===== src/rtl/rom_load_sequencer.sv =====
// Purpose: owns the shared program memory port; routes HPS download bytes in, then serves CPU reads.
// Latency: download byte -> mem_we 1 cycle; cpu_rd -> cpu_valid 3 cycles.
// Backpressure: none; one write or read per cycle, reads outside RUN are dropped.
//
// Ports:
//   clk_sys, reset                       : single clock, synchronous active-high reset
//   dn_download/dn_wr/dn_addr/dn_data    : HPS download bus (level, strobe, address, byte)
//   cpu_rd/cpu_addr -> cpu_data/cpu_valid: pipelined CPU read port
//   cpu_reset_hold                       : holds the CPU in reset outside RUN
//   mem_addr/mem_din/mem_we <- mem_dout  : registered memory port, 1-cycle read latency
//   load_count/load_sum/load_overflow    : status of the last or current download
module rom_load_sequencer #(
  parameter int                ADDR_W        = 16,
  parameter logic [ADDR_W-1:0] ROM_LAST      = 16'hBFFF,
  parameter int                SETTLE_CYCLES = 32
) (
  input  logic              clk_sys,
  input  logic              reset,
  input  logic              dn_download,
  input  logic              dn_wr,
  input  logic [ADDR_W-1:0] dn_addr,
  input  logic [7:0]        dn_data,
  input  logic              cpu_rd,
  input  logic [ADDR_W-1:0] cpu_addr,
  output logic [7:0]        cpu_data,
  output logic              cpu_valid,
  output logic              cpu_reset_hold,
  output logic [ADDR_W-1:0] mem_addr,
  output logic [7:0]        mem_din,
  output logic              mem_we,
  input  logic [7:0]        mem_dout,
  output logic [ADDR_W:0]   load_count,
  output logic [7:0]        load_sum,
  output logic              load_overflow
);

  localparam int                CNT_W     = (SETTLE_CYCLES > 1) ? $clog2(SETTLE_CYCLES) : 1;
  localparam logic [CNT_W-1:0]  CNT_INIT  = CNT_W'(SETTLE_CYCLES - 1);
  localparam logic [ADDR_W:0]   COUNT_MAX = {1'b1, {ADDR_W{1'b0}}};

  typedef enum logic [1:0] {
    LOAD   = 2'd0,
    SETTLE = 2'd1,
    RUN    = 2'd2
  } state_t;

  state_t           state_q, state_d;
  logic [CNT_W-1:0] cnt_q, cnt_d;
  logic             wr_ok, wr_oob, rd_ok, clr_status;
  logic             rd_p1, rd_p2;

  // State register
  always_ff @(posedge clk_sys) begin
    if (reset) begin
      state_q <= SETTLE;
      cnt_q   <= CNT_INIT;
    end else begin
      state_q <= state_d;
      cnt_q   <= cnt_d;
    end
  end

  // Next-state and per-cycle decode
  always_comb begin
    state_d = state_q;
    cnt_d   = cnt_q;
    case (state_q)
      SETTLE: begin
        // A new download wins over the settle timer expiring.
        if (dn_download)       state_d = LOAD;
        else if (cnt_q == '0)  state_d = RUN;
        else                   cnt_d   = cnt_q - CNT_W'(1);
      end
      RUN: begin
        if (dn_download) state_d = LOAD;
      end
      LOAD: begin
        if (!dn_download) begin
          state_d = SETTLE;
          cnt_d   = CNT_INIT;
        end
      end
      default: begin
        state_d = SETTLE;
        cnt_d   = CNT_INIT;
      end
    endcase

    // Decoded on state_q, so a strobe on the cycle dn_download falls still lands.
    wr_ok      = (state_q == LOAD) && dn_wr && (dn_addr <= ROM_LAST);
    wr_oob     = (state_q == LOAD) && dn_wr && (dn_addr >  ROM_LAST);
    // A read issued on the cycle RUN is left would be cancelled anyway; drop it here.
    rd_ok      = (state_q == RUN) && (state_d == RUN) && cpu_rd;
    clr_status = (state_q != LOAD) && (state_d == LOAD);
  end

  // Registered outputs and read pipeline
  always_ff @(posedge clk_sys) begin
    if (reset) begin
      cpu_reset_hold <= 1'b1;
      mem_we         <= 1'b0;
      mem_addr       <= '0;
      mem_din        <= '0;
      rd_p1          <= 1'b0;
      rd_p2          <= 1'b0;
      cpu_valid      <= 1'b0;
      cpu_data       <= '0;
      load_count     <= '0;
      load_sum       <= '0;
      load_overflow  <= 1'b0;
    end else begin
      // Registered from next state so the hold tracks transitions without extra lag.
      cpu_reset_hold <= (state_d != RUN);

      mem_we <= wr_ok;
      if (wr_ok) begin
        mem_addr <= dn_addr;
        mem_din  <= dn_data;
      end else if (rd_ok) begin
        mem_addr <= cpu_addr;
      end

      // rd_p1: address on the memory; rd_p2: data on mem_dout. Leaving RUN flushes both.
      rd_p1     <= rd_ok;
      rd_p2     <= rd_p1 && (state_d == RUN);
      cpu_valid <= rd_p2 && (state_d == RUN);
      if (rd_p2) cpu_data <= mem_dout;

      if (clr_status) begin
        load_count    <= '0;
        load_sum      <= '0;
        load_overflow <= 1'b0;
      end else begin
        if (wr_ok) begin
          if (load_count != COUNT_MAX) load_count <= load_count + (ADDR_W+1)'(1);
          load_sum <= load_sum + dn_data;
        end
        if (wr_oob) load_overflow <= 1'b1;
      end
    end
  end

endmodule


===== config.mk =====
export PLATFORM = sky130hd
export DESIGN_NAME = rom_load_sequencer
export DESIGN_NICKNAME = d
export VERILOG_FILES = /design/src/rtl/rom_load_sequencer.sv
export SDC_FILE = /design/constraint.sdc
export NUM_CORES = 1
export LEC_CHECK = 0
export CAP_MARGIN = 5
export CORE_ASPECT_RATIO = 0.9
export CORE_MARGIN = 1
export CORE_UTILIZATION = 42
export CTS_CLUSTER_SIZE = 25
export DETAILED_ROUTE_END_ITERATION = 6
export GPL_ROUTABILITY_DRIVEN = 0
export GPL_TIMING_DRIVEN = 0
export PLACE_DENSITY = 0.77
export SLEW_MARGIN = 20
export SYNTH_ARGS = -nofsm -noshare
export SYNTH_HDL_FRONTEND = slang
export SYNTH_SLANG_ARGS = --single-unit
export TNS_END_PERCENT = 100

===== constraint.sdc =====
create_clock -name clk_sys -period 3.15 [get_ports clk_sys]
set_input_delay 0.4725 -clock clk_sys [delete_from_list [all_inputs] [get_ports clk_sys]]
set_output_delay 0.4725 -clock clk_sys [all_outputs]
set_load 0.02 [all_outputs]

==> run_results.csv <==
group,metric,value,unit
run_status,status,"completed",
hold_path,worstHoldStart,"rd_p1",
timing,fin_skew,6.17,ps
clocking,cts_resized,0,
clocking,tritoncts,"built",
timing,finalWorstSetupSlack,876,ps
synthesis,synth_edf_count,0,
synthesis,synth_cell_types,42,
clocking,clk_latency,330,ps
worst_setup_path,crit_path_top_delay_cell,"clkdlybuf4s50_1",
floorplan,die_w,91.5,um
timing,maxSlewViolCount,0,
timing,period_share,72.2,%
layout,fin_nets,538,
floorplan,start_util,44.8,%
detailed_routing,vias,2895,
worst_setup_path,path_cells,"clkdlybuf4s50_1 -> ha_1 -> a21oi_1 -> o211ai_1 -> o41ai_1 -> xor2_1 -> or3_1 -> a21oi_1",
worst_setup_path,r2r-start,"state_q[1]",
placement,dp.final_hpwl,5820,um
floorplan,die-height,82.6,um
detailed_routing,final_antenna_net_count,0,
synthesis,synth_fp_nets,415,
floorplan,rows,28,
layout,drive_gt1_share,4.83,%
placement,place_area,4260,um^2
worst_setup_path,startpoint,"dn_data[1]",
power,p_leak,0.00159,uW
synthesis,async_reset_ff_share,0,%
synthesis,netlist_instances,350,
grt,grt_use_total,21.3,%
grt,met2_usage,38.6,%
hold_path,hp-class,"flop to flop",
detailed_routing,initialDrtViolationCount,72,
synthesis,netlist_area,3030,um^2
floorplan,pin_count,114,
timing,worst_pin_slew,630,ps
clocking,htreeDepth,3,
grt,grt_pass1_vias,2737,
detailed_routing,vias_per_cell,5.11,
clocking,cts_made_buffers,9,
run,maxCapViolCount,0,
layout,fin_area,4420,um^2
timing,finalSetupViolations,0,
grt,antenna_found_initial,0,
detailed_routing,route.detailed.wl_per_inst,13.9,um
grt,grt_max_degree,11,
layout,multi_input_area,1500,um^2
grt,use_met1,24.7,%
worst_setup_path,end_kind,"flop",
detailed_routing,drt_pass1_iterations,4,
detailed_routing,wirelength,7890,um
floorplan,dieArea,7560,um^2
worst_setup_path,start_kind,"primary input",
worst_setup_path,required,3410,ps
worst_setup_path,worstPathArrival,2530,ps
layout,areaGrowthSynthToFinish,45.8,%
worst_setup_path,cpMostUsedCell,"a21oi_1",
synthesis,seq_area_frac_synth,46.3,%
layout,fill_cells,604,
worst_setup_path,reg2regPathDepth,8,
synthesis,ys_ff_latch,70,
worst_setup_path,r2r_slack,1140,ps
clocking,clk_pin_slew,70,ps
timing,tns,0,ps
timing,hold_viol_final,0,
power,vdd_drop_max,0.270,mV
layout,antenna_cells,0,
synthesis,ys_warn_count,0,
worst_setup_path,critical_path_class,"primary input to flop",
clocking,clockRootBuffer,"clkbuf_8",
worst_setup_path,critPathMaxFanout,3,
placement,post-place-ws,549,ps
power,power.density,386,nW/um^2
clocking,cts_setup_buffers,0,
grt,met3_usage,7.23,%
clocking,ctsLongestPathBuffers,2,
worst_setup_path,critical_path.max_stage_delay,450,ps
layout,seq_area,1400,um^2
timing,rsz0062_at_grt,"false",
detailed_routing,drc,0,
synthesis,synth_flop_cell,"dfxtp_1",
timing,timing.fmax,440,MHz
grt,overflow,0,
clocking,holdBufCountCts,0,
timing,period_minus_slack,2270,ps
worst_setup_path,crit_end,"load_sum[7]",
clocking,clock-sinks,70,
grt,top_usage_layer,"met2",
floorplan,core_area,6760,um^2
synthesis,synth.avg_cell_area,8.65,um^2
grt,grt_pass1_wl,12500,um
placement,portBuffers,112,
worst_setup_path,rr_endpoint,"mem_addr[13]",
timing,slew_headroom,57.8,%
cell type report:
cell class,instances,share of cell area (%)
multi-input cells,251,34.0
flip-flops and latches,70,31.7
repair buffers,112,25.4
clock buffers,12,3.29
well taps,90,2.55
plain buffers,18,1.90
inverters,11,0.935
clock inverters,2,0.227
how the worst min path moves through the flow:
stage	endpoint	slack (ps)	depth (start not counted)
after global routing	rd_p2	450	1
after CTS	rd_p2	430	1
after floorplan	rd_p2	410	1
after detailed placement	rd_p2	420	1
final	rd_p2	430	1
after global placement	rd_p2	410	1
layer usage:
metal | vias up | routed length, um
met5 | - | 0
met4 | 0 | 54
met3 | 4 | 503
met2 | 87 | 3720
met1 | 1353 | 3600
li1 | 1451 | -
stage by stage:
| step | hold WS, ps | utilization [%] | power [uW] | cells |
|---|---|---|---|---|
| after CTS | 433 | 65.3 | 1730 | 566 |
| after detailed placement | 418 | 63.0 | 1120 | 552 |
| after floorplan | 406 | - | 1010 | 350 |
| after global placement | 409 | 63.0 | 1120 | 552 |
| final | 433 | 65.3 | 1700 | 566 |
| after global routing | 446 | 65.3 | 1790 | 566 |
cells in the mapped netlist (all sizes together) (2+ instances only):
| cell type | count | area share (%) |
|---|---|---|
| and3 | 5 | 1.0 |
| ha | 11 | 4.5 |
| nor2 | 31 | 3.8 |
| xor2 | 13 | 3.8 |
| mux2i | 10 | 3.3 |
| o21ai | 10 | 1.7 |
| a22oi | 16 | 4.0 |
| nand3 | 5 | 0.83 |
| a21oi | 37 | 6.1 |
| nor4b | 2 | 0.58 |
| clkbuf | 8 | 0.99 |
| buf | 10 | 1.8 |
| nand2 | 62 | 7.7 |
| nor3b | 2 | 0.66 |
| inv | 11 | 1.4 |
| xnor2 | 7 | 2.0 |
| nor3 | 5 | 0.99 |
| nand4 | 5 | 1.0 |
| nor4 | 3 | 0.62 |
| a31oi | 2 | 0.41 |
| a21o | 2 | 0.50 |
| dfxtp | 70 | 46 |
| and2 | 3 | 0.62 |
| or3 | 7 | 1.4 |
sequential cells by signal, summed over array words and instances (netlist names), 2 cells and up:
register    cells
cnt_q           5
cpu_data        8
load_count     17
load_sum        8
mem_addr       16
mem_din         8
state_q         2
logic make-up after synthesis:
kind of cell             count (synthesis)  synth area share [%]
buffers and inverters                   29                  4.13
adder cells (fa/ha/maj)                 12                  5.20
AND/OR/NAND/NOR                        136                  20.9
flip-flops                              70                  46.3
AO/OA/AOI/OAI                           73                  14.4
XOR/XNOR                                20                  5.78
multiplexers                            10                  3.30
cells in the final DEF, fill, tap and decap left out, types with 10 or more instances in the layout:
| cell | netlist | final |
|---|---|---|
| clkbuf_8 | 0 | 10 |
| inv_1 | 11 | 11 |
| a22oi_1 | 16 | 16 |
| a21oi_1 | 37 | 37 |
| clkbuf_1 | 8 | 10 |
| o21ai_0 | 10 | 10 |
| dfxtp_1 | 70 | 70 |
| mux2i_1 | 10 | 10 |
| xor2_1 | 13 | 13 |
| nand2_1 | 62 | 62 |
| ha_1 | 11 | 11 |
| nor2_1 | 31 | 31 |
| clkdlybuf4s50_1 | 0 | 112 |
power breakdown:
group          switching, uW  total, uW  leakage [uW]  internal, uW
Clock                    306        603     0.0000821           297
Combinational           89.0        194      0.000939           105
Sequential              8.45        908      0.000566           899
Total                    403       1700       0.00159          1300
critical path, delay by kind of cell:
kind                       cells  cell delay [ps]
xor gates and xnor gates       1              130
AOI/OAI and AO/OA              4              840
adders and majority gates      1              310
buffers and inverters          1              450
and+or+nand+nor                1              320
Note: power is estimated with default switching activity, not from simulation.
